<file path="src/rtl/mem_check_pkg.sv">
// Shared types and helpers for the data-memory store-sequence checker.
// States, store-size encodings (same as the core's memwrite strobe) and
// the byte-lane compare mask used when matching a store against an entry.
package mem_check_pkg;

    // Checker life cycle: load expectations, compare, then a terminal verdict.
    typedef enum logic [1:0] {
        IDLE = 2'd0,
        RUN  = 2'd1,
        PASS = 2'd2,
        FAIL = 2'd3
    } chk_state_t;

    // Store size encoding shared by memwrite and the expected entries.
    localparam logic [1:0] SZ_NONE = 2'b00;
    localparam logic [1:0] SZ_BYTE = 2'b01;
    localparam logic [1:0] SZ_HALF = 2'b10;
    localparam logic [1:0] SZ_WORD = 2'b11;

    // Widest data bus the mask helper can describe; DW must not exceed it.
    localparam int MAX_DW = 512;

    // Bits of writedata that take part in the compare for a given size.
    // Byte and halfword stores only drive the low lanes; a word compares
    // the whole bus. Callers zero-extend both operands to MAX_DW.
    function automatic logic [MAX_DW-1:0] size_mask(input logic [1:0] size);
        logic [MAX_DW-1:0] m;
        m = '0;
        case (size)
            SZ_BYTE: m[7:0]  = '1;
            SZ_HALF: m[15:0] = '1;
            SZ_WORD: m       = '1;
            default: m       = '0;
        endcase
        return m;
    endfunction

endpackage

</file>
<file path="src/rtl/store_exp_fifo.sv">
// Queue of expected stores for mem_store_checker.
// Plain synchronous FIFO with a look-ahead head output, so the checker can
// compare a monitored store against the oldest entry in the same cycle.
// Pointers carry one extra wrap bit; occupancy is their difference.
module store_exp_fifo
    import mem_check_pkg::*;
#(
    parameter int DEPTH = 8,
    parameter int W     = 66
) (
    input  logic                     clk,
    input  logic                     reset,
    input  logic                     push_i,
    input  logic [W-1:0]             din_i,
    input  logic                     pop_i,
    output logic [W-1:0]             head_o,
    output logic                     full_o,
    output logic                     empty_o,
    output logic [$clog2(DEPTH):0]   count_o
);

    localparam int PW = $clog2(DEPTH);

    logic [W-1:0] mem_q [DEPTH];
    logic [PW:0]  wr_q, wr_d;
    logic [PW:0]  rd_q, rd_d;
    logic         push_ok;
    logic         pop_ok;

    assign count_o = wr_q - rd_q;
    assign full_o  = (count_o == (PW+1)'(DEPTH));
    assign empty_o = (wr_q == rd_q);
    assign head_o  = mem_q[rd_q[PW-1:0]];

    assign push_ok = push_i && !full_o;
    assign pop_ok  = pop_i && !empty_o;

    // Pointer advance; overflow and underflow requests are dropped.
    always_comb begin
        wr_d = wr_q;
        rd_d = rd_q;
        if (push_ok) wr_d = wr_q + (PW+1)'(1);
        if (pop_ok)  rd_d = rd_q + (PW+1)'(1);
    end

    // Pointer registers; reset discards any queued entries.
    always_ff @(posedge clk or posedge reset) begin
        if (reset) begin
            wr_q <= '0;
            rd_q <= '0;
        end else begin
            wr_q <= wr_d;
            rd_q <= rd_d;
        end
    end

    // Entry storage; contents are only meaningful between rd and wr.
    always_ff @(posedge clk) begin
        if (push_ok) mem_q[wr_q[PW-1:0]] <= din_i;
    end

endmodule

</file>
<file path="config.mk">
export PLATFORM = sky130hd
export DESIGN_NAME = store_exp_fifo
export DESIGN_NICKNAME = d
export VERILOG_FILES = /design/src/rtl/mem_check_pkg.sv /design/src/rtl/store_exp_fifo.sv
export SDC_FILE = /design/constraint.sdc
export NUM_CORES = 1
export LEC_CHECK = 0
export ABC_AREA = 1
export CORE_MARGIN = 4
export CORE_UTILIZATION = 30
export CTS_CLUSTER_DIAMETER = 120
export CTS_CLUSTER_SIZE = 20
export DETAILED_ROUTE_END_ITERATION = 6
export GPL_TIMING_DRIVEN = 0
export SLEW_MARGIN = 20
export SYNTH_ARGS = -nofsm -noshare
export SYNTH_HDL_FRONTEND = slang
export SYNTH_SLANG_ARGS = --single-unit
</file>
<file path="constraint.sdc">
create_clock -name clk -period 8.95 [get_ports clk]
set_input_delay 2.2375 -clock clk [delete_from_list [all_inputs] [get_ports clk]]
set_output_delay 2.2375 -clock clk [all_outputs]
set_load 0.02 [all_outputs]
</file>
==> results <==
- The starting utilization of the core area is 30.3%.
- The starting DRC count in detailed routing is 1380.
- Setup repair after global routing left no endpoint under its margin.
- The max-slew headroom at the worst pin is 44.5%.
- The number of failing setup endpoints in the final timing report is 0.
- The initial antenna violation count is 7.
- The total routing resource utilization after global routing is 15.1%.
- The startpoint identified for the worst register-to-register timing path is rd_q[1].
- The startpoint identified for the worst hold timing path is rd_q[3].
- The final critical path takes up just under 70% of the cycle.
- Together, buffers and inverters on the worst path number 6.
- At the later pin of the worst-skew pair, clock insertion delay measures roughly 0.6 ns.
- The count of buffers added on input and output ports is 141.
- The die area is 73800 um^2.
- The via density per instance is between 4 and 5.
- The number of warnings printed during yosys synthesis is 0.
- Dividing the synthesized area by the synthesized cell count gives 13.2 um^2.
- The worst reg-to-reg path cell count is 12.
- The count of final max-slew check failures was 0.
- After detailed routing, the total wire length is around 60000 um.
- The final cell count without fillers is 2737.
- IR analysis of the VDD net gives a maximum drop of roughly 0.18 mV.
- Detailed placement finished with a half-perimeter wire length of 37900 um.
- Clock-pin slew was measured on the worst setup and hold paths at ~0.080 ns.
- For this run, the detailed router's first-pass iteration total came to 5.
- The worst min-delay path class is reg -> reg.
- The CTS sink count is roughly 540.
- In the layout the commonest cells are sky130_fd_sc_hd__edfxtp_1, sky130_fd_sc_hd__nor2_1, sky130_fd_sc_hd__o21ai_0.
- The routed via count is 13500.
- Walking the worst path, the cells encountered are buf_2, inv_1, buf_4, buf_4, fa_1, or2_0, nor2_1, nand3_1, inv_1, clkdlybuf4s50_1.
- The number of hold buffers added after CTS was 0.
- The stage delay of the slowest cell on the critical path is 0.60 ns.
- The TritonCTS clock tree is yes.
- The hold path endpoint is rd_q[3].
- The wire length of the first global-routing pass is about 85000 um.
- The required time at the worst-slack endpoint is 6.71 ns.
- The largest net degree at the start of global routing is 36.
- The weighted congestion at the end of routability-driven global placement is 0.764.
- The post-synthesis mux area share is 0%.
- Post-CTS repair changed the size of 0 cells.
- After layout, the design draws a total of 8.69 mW.
- The post-synthesis cell area is 20900 um^2.
- The total number of nets in the final design is about 1900.
- Of the total synthesized cell area, the portion taken by AND, OR, NAND and NOR gates is 9.37%.
- The final critical-path required period is 6.20 ns.
- The number of hold-slack violations in the final timing report was 0.
- For the worst setup path, the data arrival time is 3.97 ns.
- The slowest stage of the critical path is the sky130_fd_sc_hd__clkdlybuf4s50_1 cell.
- The boundary pin count is 142.
- The worst clock skew on the final layout is around 0.012 ns.
- The floorplan die width is 272 um.
- The actual transition at the worst max-transition pin is 0.832 ns.
- After detailed placement, the design holds a cell count of about 2700.
- The leakage component of the power is 8.22 nW.
- Grouping stages by cell kind, the critical path spends the most delay in buffers and inverters.
- The maximum clock frequency is 0.161 GHz.
- In this run, synthesis produced a sequential element count of between 500 and 600.
- The worst register-to-register path has a setup slack of 4.63 ns.
- The flow ran to the end, and the final reports show no timing, DRC or antenna violations.
- The maximum clock insertion buffer count is 3.
- The count of max-cap constraint violations is 0.
- The total number of H-tree levels is 1.
- The post-route worst setup slack is 2.75 ns.
- The floorplan step set the die height to ~270 um.
- The post-synthesis to final-layout area growth is 19.7%.
- Dividing total power by cell area gives a power density of approximately 350 nW/um^2.
- The number of routed nets with antenna violations is 0.
- The post-CTS setup-driven buffer insertion count is 0.
- Summing all non-filler instances in the final layout gives an area of 25000 um^2.
- The number of distinct library cells after synthesis is 22.
- The critical path in this run is classified as reg -> out.
- The setup TNS is 0 ns.
- The floorplan has 96 rows.
- The number of cells traversed by the worst hold path is 2.
- The detailed-route wire length per cell is roughly 21 um.
- The sort of element at the start of the critical path is a flop.
- Synthesis handed over a netlist of 1582 instances.
- The main combinational cell family by area after synthesis is compound AO/OA/AOI/OAI gates.
- For this run, design rule violations remaining after detail routing come to 0.
- Leaving out fill and tap cells, the most frequent cell in the layout is sky130_fd_sc_hd__edfxtp_1.
- After detailed placement, the total cell area comes to 24100 um^2.
- The number of clock buffers inserted by TritonCTS is 30.
- Summing the areas of all xor and xnor instances in the mapped netlist gives 0.168% of the synthesized area.
- The post-route netlist has around 6.7% of its cells at a drive strength greater than 1.
- The remaining global-route overflow is 0.
- The fraction of the mapped netlist area in compound gates is 10.4%.
- The floorplan step defined a core boundary enclosing 68800 um^2.
- The post-synthesis adder-cell area fraction is 0.396%.
- The tree is rooted in a sky130_fd_sc_hd__clkbuf_16.
- The terminus of the critical flop-to-flop path is mem_q[5][25].
- The number of global-route vias before repair is between 10000 and 15000.
- The share of the yosys chip area belonging to registers is 76.9%.
- Fill cells in the final layout number 6545.
- The synthesized netlist net count is 1658.
- The worst setup path is captured at a primary output.
- Prior to clock tree synthesis, the placed netlist has a worst setup slack of 3.33 ns.
- The biggest fanout along the worst timing path is 11.
power by group:
group          switching, mW  internal, mW
registers             0.0913          3.17
clock network          0.765         0.682
logic                   2.61          1.36
worst register-to-register path: cells and delay by family, from the launching register on:
family,cells,cell delay (ns)
buffers and inverters,6,1.59
DFF,1,0.36
adders and majority gates,1,0.56
and+or+nand+nor,5,1.50
stage by stage:
stage	hold slack (ns)	util [%]
floorplan	0.464	-
global placement	0.482	34.1
detailed placement	0.492	35.0
CTS	0.512	36.3
global route	0.541	36.3
finish	0.515	36.3
registers in the layout (all words and copies together) (netlist names):
signal	flops
wr_q	4
mem_q	528
rd_q	4
layout make-up:
type                       count  area, um^2  share of cell area, %
antenna                        4        10.0                 0.0401
timing repair buffer         164        1990                   7.97
clock buffer                  55         866                   3.47
multi-input combinational    925        4290                   17.2
clock inverter                 1        30.0                  0.120
sequential                   536       16100                   64.3
buffer                       103         510                   2.04
inverter                      18        70.1                  0.280
tap                          931        1160                   4.66
routing by layer:
| layer | vias to the layer above | part of all wire [%] | global-route usage [%] |
|---|---|---|---|
| met3 | 73 | 7.2 | 2.95 |
| met1 | 6814 | 42 | 19.8 |
| li1 | 6154 | - | - |
| met4 | 6 | 1.6 | 3.04 |
| met5 | - | 0.060 | 0 |
| met2 | 501 | 50 | 26.3 |
worst max-delay path by stage:
stage                     slack, ns  startpoint  cells after the start      endpoint
after global routing           2.54     rd_q[1]                     10        full_o
final                          2.75     rd_q[1]                     10        full_o
after detailed placement       3.33     rd_q[1]                     10        full_o
after CTS                      2.68     rd_q[1]                     10        full_o
after global placement        -0.22      push_i                      3  mem_q[3][27]
after floorplan                3.31      push_i                      2   mem_q[0][0]
cell families (layout without fill, tap and decap cells):
group | Yosys count | after routing
buf+inv | 121 | 341
compound gates | 399 | 399
xor+xnor | 4 | 4
fa+ha+maj | 6 | 6
flops | 536 | 536
other cells | 0 | 4
simple gates | 516 | 516
cell usage after synthesis (all sizes together):
cell	n	area share, %
o22ai	132	4.0
clkbuf	50	0.95
o21ai	265	6.4
a21oi	2	0.048
xor2	3	0.13
edfxtp	528	76
ha	5	0.30
or2	1	0.030
dfrtp	8	0.96
inv	18	0.32
xnor2	1	0.042
nand2	226	4.1
buf	53	1.5
nor2	277	5.0
nand3	12	0.29
fa	1	0.096
Power figures use the tool's default switching activity.
